## src/rtl/if_id_queue_pkg.sv

```systemverilog
// Shared types and constants for the fetch/decode decoupling queue.
package if_id_queue_pkg;

  localparam int          IFQ_DEPTH_DEFAULT = 2;
  localparam logic [31:0] IFQ_PC_STEP       = 32'd4;

  typedef struct packed {
    logic [31:0] pc;
    logic [31:0] inst;
  } ifq_entry_t;

endpackage

```

## src/rtl/if_id_queue.sv

```systemverilog
// Fetch->decode FIFO; a push is visible at the head one cycle later, with no combinational in->out path.
// in_ready comes from the registered count only, so a full queue refuses a push even while popping. IFQ_STAT_EN adds stall/flush counters.
`ifndef IFQ_NOP
`define IFQ_NOP 32'h0
`endif

module if_id_queue
  import if_id_queue_pkg::*;
#(
  parameter int DEPTH = IFQ_DEPTH_DEFAULT,
  parameter int PTR_W = $clog2(DEPTH)
) (
  input  logic             clk,
  input  logic             reset,
  input  logic             flush,
  input  logic             in_valid,
  output logic             in_ready,
  input  logic [31:0]      in_pc,
  input  logic [31:0]      in_inst,
  output logic             out_valid,
  input  logic             out_ready,
  output logic [31:0]      out_pc,
  output logic [31:0]      out_pc4,
  output logic [31:0]      out_inst,
  output logic [PTR_W:0]   count
`ifdef IFQ_STAT_EN
  ,
  output logic [31:0]      stall_cycles,
  output logic [31:0]      flush_drops
`endif
);

  localparam logic [PTR_W-1:0] PTR_ONE  = 1;
  localparam logic [PTR_W:0]   CNT_ONE  = 1;
  localparam logic [PTR_W:0]   CNT_FULL = (PTR_W+1)'(DEPTH);

  ifq_entry_t           mem [DEPTH];
  logic [PTR_W-1:0]     wr_ptr;
  logic [PTR_W-1:0]     rd_ptr;
  logic [PTR_W:0]       count_q;
  logic                 push;
  logic                 pop;
  ifq_entry_t           head;

  assign count     = count_q;
  assign in_ready  = (count_q < CNT_FULL);
  assign out_valid = (count_q != '0);
  assign push      = in_valid & in_ready & ~flush;
  assign pop       = out_valid & out_ready & ~flush;

  // Head is forced to a NOP at pc 0 while empty so stale entries never leak out.
  assign head     = mem[rd_ptr];
  assign out_pc   = out_valid ? head.pc   : 32'h0;
  assign out_inst = out_valid ? head.inst : `IFQ_NOP;
  assign out_pc4  = out_pc + IFQ_PC_STEP;

  always_ff @(posedge clk) begin
    if (reset) begin
      wr_ptr  <= '0;
      rd_ptr  <= '0;
      count_q <= '0;
      for (int i = 0; i < DEPTH; i++) begin
        mem[i] <= '0;
      end
    end else if (flush) begin
      wr_ptr  <= '0;
      rd_ptr  <= '0;
      count_q <= '0;
    end else begin
      if (push) begin
        mem[wr_ptr] <= '{pc: in_pc, inst: in_inst};
        wr_ptr      <= wr_ptr + PTR_ONE;
      end
      if (pop) begin
        rd_ptr <= rd_ptr + PTR_ONE;
      end
      if (push && !pop) begin
        count_q <= count_q + CNT_ONE;
      end else if (pop && !push) begin
        count_q <= count_q - CNT_ONE;
      end
    end
  end

`ifdef IFQ_STAT_EN
  logic [32:0] drops_sum;

  assign drops_sum = {1'b0, flush_drops} + 33'(count_q);

  // Counters survive flush; only reset clears them. Both saturate at all-ones.
  always_ff @(posedge clk) begin
    if (reset) begin
      stall_cycles <= '0;
      flush_drops  <= '0;
    end else begin
      if (in_valid && !in_ready && !flush && (stall_cycles != '1)) begin
        stall_cycles <= stall_cycles + 32'd1;
      end
      if (flush) begin
        flush_drops <= drops_sum[32] ? '1 : drops_sum[31:0];
      end
    end
  end
`endif

endmodule
```

## config.mk

```make
export PLATFORM = sky130hd
export DESIGN_NAME = if_id_queue
export DESIGN_NICKNAME = d
export VERILOG_FILES = /design/src/rtl/if_id_queue_pkg.sv /design/src/rtl/if_id_queue.sv
export SDC_FILE = /design/constraint.sdc
export NUM_CORES = 1
export LEC_CHECK = 0
export CAP_MARGIN = 20
export CORE_UTILIZATION = 49
export CTS_CLUSTER_DIAMETER = 200
export DETAILED_ROUTE_END_ITERATION = 7
export GPL_TIMING_DRIVEN = 0
export PLACE_DENSITY = 0.8
export SYNTH_ARGS = -nofsm -noshare
export SYNTH_HDL_FRONTEND = slang
export SYNTH_SLANG_ARGS = --single-unit
export TNS_END_PERCENT = 1
```

## constraint.sdc

```tcl
create_clock -name clk -period 5.4 [get_ports clk]
set_clock_uncertainty 0.2 [all_clocks]
set_input_delay 1.08 -clock clk [delete_from_list [all_inputs] [get_ports clk]]
set_output_delay 1.08 -clock clk [all_outputs]
set_load 0.05 [all_outputs]
```

# After elaboration in Yosys (flattened, before gate mapping)
# Memory sizes are Yosys's and may differ from the RTL's. A register that Yosys moved wholly into a read port is not among the register bits.
# Index checks and enable logic that the tools add are counted.
word_totals:
  register_bits: 4
  latch_bits: 0
  mem_bits_rw: 128
  rom_bits: 0
  word_cells: 38
  memories: 1
op_classes:
  n_addsub: 5
  n_mul: 0
  div_mod_pow: 0
  n_lt_le_gt_ge: 1
  eq_ne: 0
  n_shift: 0
  muxes: 15
  bitwise: 5
  reduce_logical: 8
memory_table:
  columns: ["memory", "words", "width", "rd", "rd_ports_with_merged_regs", "write_ports", "line", "rtl"]
  rows:
  - ["mem", 2, 64, 1, 1, 2, "if_id_queue.sv:37", "ifq_entry_t mem [DEPTH];"]
op_table:
  columns: ["operator", "n"]
  rows:
  - ["32-bit 2-to-1 mux", 2]
  - ["64-bit 2-to-1 mux", 1]
  - ["64-bit OR reduction", 1]
  - ["32-bit by 3-bit adder with 32-bit output, second input constant", 1]
  - ["1-bit 2-to-1 mux", 10]
  - ["1-bit AND", 4]
  - ["2-bit 2-to-1 mux", 2]
  - ["2-bit nonzero test", 2]
  - ["1-bit adder, second input constant", 2]
  - ["2-bit by 1-bit adder with 2-bit output, second input constant", 1]
  - ["1-bit logical AND", 2]
  - ["1-bit zero test", 2]
  - ["2-bit < comparator, second input constant", 1]
  - ["2-bit OR reduction", 1]
  - ["2-bit by 1-bit subtractor with 2-bit output, second input constant", 1]
  - ["1-bit NOT", 1]

# Longest topological paths before layout
# Gate-level depths: netlist (run 1).
logic_depth:
  ltp_word: 9
  ltp_mapped: 14
  ltp_nobuf: 9

# Worst setup path after synthesis (run 1)
# OpenSTA, ideal clock, no wires.
synth_path:
  path_kind: "flip-flop to output port"
  start: "register count_q[1], in the netlist count[1]"
  end: "output out_pc4[12]"
  t_arrival_ps: 5002
  setup_slack_ps: -882
  stages_incl_launch_ff: 13
  cell_sequence: "dfxtp_1 > nor2_1 > clkbuf_1 > buf_1 > inv_1 > nand2_1 > inv_1 > ha_1 > or4b_1 > a2111o_1 > buf_6 > a2111o_1 > xnor2_1"
synth_between:
  elab_chain_len: 3
synth_lines:
  columns: ["item", "line", "rtl"]
  rows:
  - ["start: declaration", "if_id_queue.sv:40", "logic [PTR_W:0] count_q;"]
  - ["start signal: assignment", "if_id_queue.sv:78", "count_q <= count_q + CNT_ONE;"]
  - ["start signal: assignment", "if_id_queue.sv:80", "count_q <= count_q - CNT_ONE;"]
  - ["2-bit nonzero test", "if_id_queue.sv:47", "assign out_valid = (count_q != '0);"]
  - ["named net out_valid", "if_id_queue.sv:20", "output logic out_valid,"]
  - ["32-bit 2-to-1 mux", "if_id_queue.sv:53", "assign out_pc = out_valid ? head.pc : 32'h0;"]
  - ["named net out_pc[2]", "if_id_queue.sv:22", "output logic [31:0] out_pc,"]
  - ["32-bit by 3-bit adder with 32-bit output", "if_id_queue.sv:55", "assign out_pc4 = out_pc + IFQ_PC_STEP;"]
  - ["end: declaration", "if_id_queue.sv:23", "output logic [31:0] out_pc4,"]
# The timed path passes the listed nets, and every way through them passes these cells.

# Worst setup path after layout (run 1)
layout_path:
  start: "register count_q[1], in the netlist count[1]"
  end: "output out_pc4[18]"
layout_between:
  elab_chain_len: 3
layout_lines:
  columns: ["item", "line"]
  rows:
  - ["2-bit nonzero test", "if_id_queue.sv:47"]
  - ["32-bit 2-to-1 mux", "if_id_queue.sv:53"]
  - ["32-bit by 3-bit adder with 32-bit output", "if_id_queue.sv:55"]
# Every way passes these cells.

==> reports/metrics.csv, run 1 <==
stage;metric;value;unit
critical_path;cp.depth;12;
pwr;leakage;0.00327;uW
critical_path;max_stage_delay;0.50;ns
synth;yosys.area.top_type_share;58.1;%
synth;ys_warn_count;0;
run;cap_viol_max_count;0;
layout;nets;806;
cts;htree_levels;4;
timing;period_needed;5.32;ns
layout;layout-drive-gt1-share;9.76;%
critical_path;crit_path_start;count[1];
synth;avgSynthCellArea;12.0;sq um
die;rows;42;
cts;cts_tree;built;
synth;ys.flop_type;edfxtp_1;
drt;drc_errors;0;
die;dieArea;0.0140;sq mm
critical_path;cp.required;4.12;ns
critical_path;r2r_slack;2.51;ns
place;dp.cells;894;
drt;postRouteWirelength;15200;microns
synth;netlist_area;0.00661;sq mm
critical_path;path_delay_family;buffers and inverters;
timing;slew-limit-headroom;40.2;%
synth;synthDistinctLibCells;33;
grt;grt_pass1_wl;24000;microns
critical_path;cpMaxStageDelayCell;clkdlybuf4s15_1;
synth;syn-num-nets;621;
place;port_buffers;167;
grt;grt_pass1_vias;4855;
die;die_h;118;microns
critical_path;crit_path_frequent_cell;nor2_2;
synth;synth-edff-count;128;
worst_hold_path;holdPathEnd;rd_ptr;
synth;synth.area.top_cells;edfxtp_1, and2_1, mux2i_1;
critical_path;worstPathArrival;4.04;ns
synth;synth_seq_cells;133;
timing;fin_crit_sh;98.5;%
drt;first_pass_iters;4;
drt;drt-initial-drc-count;202;
worst_hold_path;hold_class;reg -> reg;
cts;cts_buffers;17;
worst_hold_path;min_path_cells;2;
place;routabilityCongestion;0.847;
grt;grt_overflow;0;
timing;slew_violations;0;
timing;timing.fmax;0.188;GHz
timing;rsz0062_at_grt;yes;
timing;worstMarginPinSlew;0.897;ns
die;num_io_pins;169;
grt;antenna_found_initial;0;
critical_path;r2r_start;count[1];
grt;grt_max_degree;65;
synth;yosysSeqAreaShare;59.6;%
grt;grt_usage;22.5;%
critical_path;worstReg2RegEnd;count[1];
drt;wl_per_cell;16.5;microns
die;die_width;118;microns
timing;setup_viol;0;
critical_path;r2r_cells;10;
synth;synthCells;550;
layout;area_growth;39.7;%
worst_hold_path;hold_path_startpoint;rd_ptr;
die;core-area;0.0132;sq mm
layout;stdcell_count;924;
cts;cts_max_path_buffers;2;
pwr;power.total;2730;uW
cts;postCtsHoldBufs;0;
drt;ant_nets;0;
critical_path;crit_path_max_fanout;19;
critical_path;worst_setup_path_start_kind;flip-flop;
outcome;status;finished, final reports clean;
pwr;vdd_drop_max;0.211;mV
pwr;power.density;295;mW/mm^2
critical_path;crit_buf_inv;5;
layout;antennaDiodeCount;0;
cts;root_buffer;clkbuf_16;
drt;viasPerCell;5.15;
drt;routed-via-count;4755;
cts;insertion_delay;0.41;ns
critical_path;crit_type;reg -> out;
die;start_util;50.1;%
synth;yosysTopAreaCell;edfxtp_1;
synth;ys_top_cells_by_count;and2_1, edfxtp_1, nor2_1, mux2i_1, xor2_1;
critical_path;crit_chain;nor2_2, clkbuf_1, buf_2, buf_4, nor2_2, ha_1, or4b_1, a2111o_1, buf_6, nor3_1, xor2_2, clkdlybuf4s15_1;
cts;cts.clk_slew.worst_paths;0.05;ns
timing;finalHoldViolCount;0;
place;dp_hpwl;10800;microns
cts;clkSinkCount;133;
critical_path;end_kind;output pin;
synth;async_reset_ff_share;0;%
==> cells by family after synthesis <==
kind of cell	Yosys count	synth area share, %
AOI/OAI and AO/OA	11	1.36
muxes	63	9.55
DFF	133	59.6
and+or+nand+nor	262	21.5
xor gates and xnor gates	33	4.37
buffers and inverters	46	3.22
adders and majority gates	2	0.378
==> worst register-to-register path, stage by stage (launching register included) <==
cell	delay [ns]
dfxtp_2	0.34
nor2_2	0.40
clkbuf_1	0.44
buf_2	0.36
inv_1	0.14
nand2_1	0.12
or2_2	0.11
ha_1	0.24
nor2_1	0.18
xnor2_1	0.16
nor3_1	0.07
==> metal layers <==
metal | global-route usage, % | share of wire (%) | vias to the layer above
met5 | 0 | 0 | -
met4 | 7.05 | 1.0 | 0
met3 | 5.84 | 6.3 | 17
met2 | 40.3 | 52 | 180
met1 | 26.2 | 41 | 2272
li1 | - | - | 2286
==> worst max-delay path by stage <==
stage | end | slack (ns)
after floorplan | out_pc4[22] | 0.04
after global placement | out_pc4[12] | -0.70
after detailed placement | out_pc4[12] | -0.77
after CTS | out_pc4[16] | 0.009
after global routing | out_pc4[18] | -0.06
final | out_pc4[18] | 0.08
==> flip-flops by register name, indices dropped and copies added (netlist names), named ones only <==
signal	flops
count	2
mem	128
rd_ptr	1
wr_ptr	1
==> report_power, final <==
group / switching (uW) / internal, uW / leakage [uW]
clock: 440 / 729 / 0.000290
sequential: 18.9 / 1190 / 0.00138
combinational: 218 / 131 / 0.00160
==> repair_timing <==
item,CTS,global route
gates cloned,0,0
buffers inserted,0,0
hold endpoints to repair,0,0
resized for setup,31,10
endpoints found under the setup margin,28,12
==> per-stage QoR <==
| step | TNS, ns | cell area, sq um | hold slack [ns] | util, % | worst slack, ns |
|---|---|---|---|---|---|
| after global routing | -0.196 | 9240 | 0.401 | 70.0 | -0.0637 |
| after CTS | 0 | 9220 | 0.372 | 69.9 | 0.00881 |
| after floorplan | 0 | 6700 | 0.320 | - | 0.0384 |
| after global placement | -6.78 | 8600 | 0.335 | 65.2 | -0.696 |
| after detailed placement | -7.99 | 8620 | 0.357 | 65.3 | -0.775 |
| final | 0 | 9240 | 0.368 | 70.0 | 0.0823 |
==> placed cells by master, fill, tap and decap left out, types with 10 or more instances in the layout <==
| cell type | Yosys | routed |
|---|---|---|
| edfxtp_1 | 128 | 128 |
| mux2i_1 | 62 | 62 |
| clkbuf_16 | 0 | 17 |
| xor2_1 | 20 | 13 |
| nor2_1 | 69 | 67 |
| nand3_1 | 10 | 10 |
| nor3_1 | 17 | 17 |
| clkbuf_1 | 19 | 18 |
| inv_1 | 11 | 10 |
| xnor2_1 | 13 | 11 |
| nand2_1 | 11 | 10 |
| and2_1 | 128 | 128 |
| clkdlybuf4s50_1 | 0 | 155 |
==> cell type report <==
cell class | instances | area, sq um
Clock buffer | 17 | 425
Clock inverter | 15 | 179
Multi-Input combinational cell | 371 | 2570
Sequential cell | 133 | 3950
Inverter | 11 | 45.0
Buffer | 33 | 180
Fill cell | 925 | 3950
Tap cell | 176 | 220
Timing Repair Buffer | 168 | 1670
(Power assumes the default switching activity.)
==> run 2: changes to the inputs <==
--- a/config.mk
+++ b/config.mk
@@ -10,7 +10,7 @@
 export CTS_CLUSTER_DIAMETER = 200
 export DETAILED_ROUTE_END_ITERATION = 7
 export GPL_TIMING_DRIVEN = 0
-export PLACE_DENSITY = 0.8
+export PLACE_DENSITY = 0.84
 export SYNTH_ARGS = -nofsm -noshare
 export SYNTH_HDL_FRONTEND = slang
 export SYNTH_SLANG_ARGS = --single-unit
==> run 2 against run 1 <==
Design area shrank 0.42%. Largest power group unchanged. Power shrank 3.0%. Utilization fell by 0.29 points. Final cell count stayed put. Largest cell class unchanged.
==> reports/metrics.csv, run 2 (synthesis gave the netlist of run 1 again) <==
stage;metric;value;unit
grt;grt_pass1_vias;4912;
outcome;status;finished, final reports clean;
pwr;vdd_drop_max;0.170;mV
drt;drc_errors;0;
critical_path;end_kind;output pin;
place;port_buffers;167;
drt;first_pass_iters;5;
layout;antennaDiodeCount;0;
critical_path;max_stage_delay;0.52;ns
critical_path;crit_path_frequent_cell;buf_4;
critical_path;r2r_slack;2.53;ns
layout;most-common-layout-cells;clkdlybuf4s50_1, and2_1, edfxtp_1;
place;dp.cells;894;
place;post-place-ws;-0.708;ns
timing;fin_crit_sh;97.2;%
timing;setup_slack;0.153;ns
die;die_h;118;microns
drt;routed-via-count;4767;
pwr;leakage;0.00324;uW
cts;cts.clk_slew.worst_paths;0.05;ns
critical_path;r2r_cells;5;
timing;slew-limit-headroom;38.7;%
layout;nets;806;
timing;timing.fmax;0.191;GHz
critical_path;cp.required;4.12;ns
critical_path;crit_type;reg -> out;
critical_path;cpMaxStageDelayCell;clkdlybuf4s15_1;
critical_path;crit_path_max_fanout;19;
cts;insertion_delay;0.40;ns
run;cap_viol_max_count;0;
place;dp_hpwl;10800;microns
critical_path;r2r_start;count[1];
grt;grt_pass1_wl;24100;microns
cts;clkSinkCount;133;
timing;rsz0062_at_grt;no;
cts;cts_buffers;17;
worst_hold_path;hold_class;reg -> reg;
cts;root_buffer;clkbuf_16;
drt;ant_nets;0;
timing;finalHoldViolCount;0;
place;placed_area;0.00862;sq mm
worst_hold_path;hold_path_startpoint;count[0];
timing;fin_setup_tns;0;ns
layout;area_growth;39.1;%
die;start_util;50.1;%
drt;postRouteWirelength;15000;microns
die;core-area;0.0132;sq mm
layout;layout_commonest_cell;clkdlybuf4s50_1;
critical_path;crit_chain;buf_6, buf_4, buf_4, buf_12, mux2_2, nand2_2, clkinvlp_4, ha_1, or4b_1, a2111o_1, or3_1, xnor2_2, clkdlybuf4s15_1;
pwr;power.density;287;mW/mm^2
cts;cts_max_path_buffers;2;
drt;viasPerCell;5.16;
die;dieArea;0.0140;sq mm
grt;antenna_found_initial;0;
critical_path;worst_setup_path_start_kind;flip-flop;
drt;wl_per_cell;16.2;microns
cts;htree_levels;4;
critical_path;worstPathArrival;3.97;ns
timing;worstMarginPinSlew;0.919;ns
layout;largest_register_ffs;128;
timing;setup_viol;0;
die;rows;42;
layout;fin_area;0.00920;sq mm
critical_path;worstReg2RegEnd;mem[1][37];
die;num_io_pins;169;
timing;period_needed;5.25;ns
cts;cts_tree;built;
timing;slew_violations;0;
layout;layout-drive-gt1-share;10.2;%
grt;grt_overflow;0;
grt;grt_usage;22.4;%
die;die_width;118;microns
critical_path;cp-endpoint;out_pc4[10];
layout;stdcell_count;924;
drt;drt-initial-drc-count;304;
layout;regMostFlops;mem;
timing;worst_hold_slack;0.370;ns
grt;grt_max_degree;65;
cts;postCtsHoldBufs;0;
place;routabilityCongestion;0.847;
-- run 2: cell count changes in the layout (fill, tap and decap cells not counted), sizes merged --
cell | before | now
clkdlybuf4s15 | 6 | 5
clkinv | 6 | 7
clkbuf | 38 | 41
bufinv | 3 | 2
clkinvlp | 3 | 7
dlygate4sd2 | 2 | 0
inv | 14 | 10
-- run 2: worst min-delay path by stage --
stage	endpoint	slack (ns)	cells past startpoint
2_1_floorplan	flip-flop	0.32	2
3_3_place_gp	rd_ptr	0.34	2
3_5_place_dp	count[0]	0.35	2
4_1_cts	count[0]	0.37	2
5_1_grt	count[1]	0.41	2
6_report	count[0]	0.37	2
-- run 2: power breakdown --
| part | switching [uW] | leakage [uW] | internal, uW |
|---|---|---|---|
| Combinational | 218 | 0.00159 | 131 |
| Clock | 416 | 0.000259 | 670 |
| Sequential | 18.2 | 0.00138 | 1190 |
-- run 2: routing by layer --
metal  vias up  share of wire [%]  global-route usage, %  wire length (microns)
li1       2283                  -                      -                      -
met1      2269                 39                   25.9                   5930
met2       194                 52                   40.3                   7850
met3        21                6.7                   5.31                   1010
met4         0                1.5                   8.49                    218
met5         -                  0                      0                      0
-- run 2: critical path: cells and delay by family (launching register included) --
| family | cells | cell delay [ns] |
|---|---|---|
| flops | 1 | 0.32 |
| buf+inv | 6 | 1.40 |
| simple gates | 3 | 0.93 |
| xor+xnor | 1 | 0.14 |
| fa+ha+maj | 1 | 0.22 |
| mux | 1 | 0.19 |
| compound gates | 1 | 0.35 |
-- run 2: what timing repair did --
action / CTS / global route
setup endpoints to repair: 30 / 12
resized for setup: 29 / 18
buffers inserted: 0 / 0
-- run 2: stage by stage --
stage | utilization, % | power [uW]
after floorplan | - | 1430
after global placement | 65.2 | 1570
after detailed placement | 65.3 | 1580
after CTS | 69.6 | 2650
after global routing | 69.7 | 2730
final | 69.7 | 2640
-- run 2: layout make-up --
| type | instances | area (sq um) |
|---|---|---|
| inverters | 11 | 45.0 |
| well taps | 176 | 220 |
| multi-input cells | 371 | 2580 |
| fillers | 946 | 3990 |
| plain buffers | 33 | 180 |
| repair buffers | 168 | 1660 |
| clock buffers | 17 | 425 |
| clock inverters | 15 | 140 |
| flip-flops and latches | 133 | 3950 |
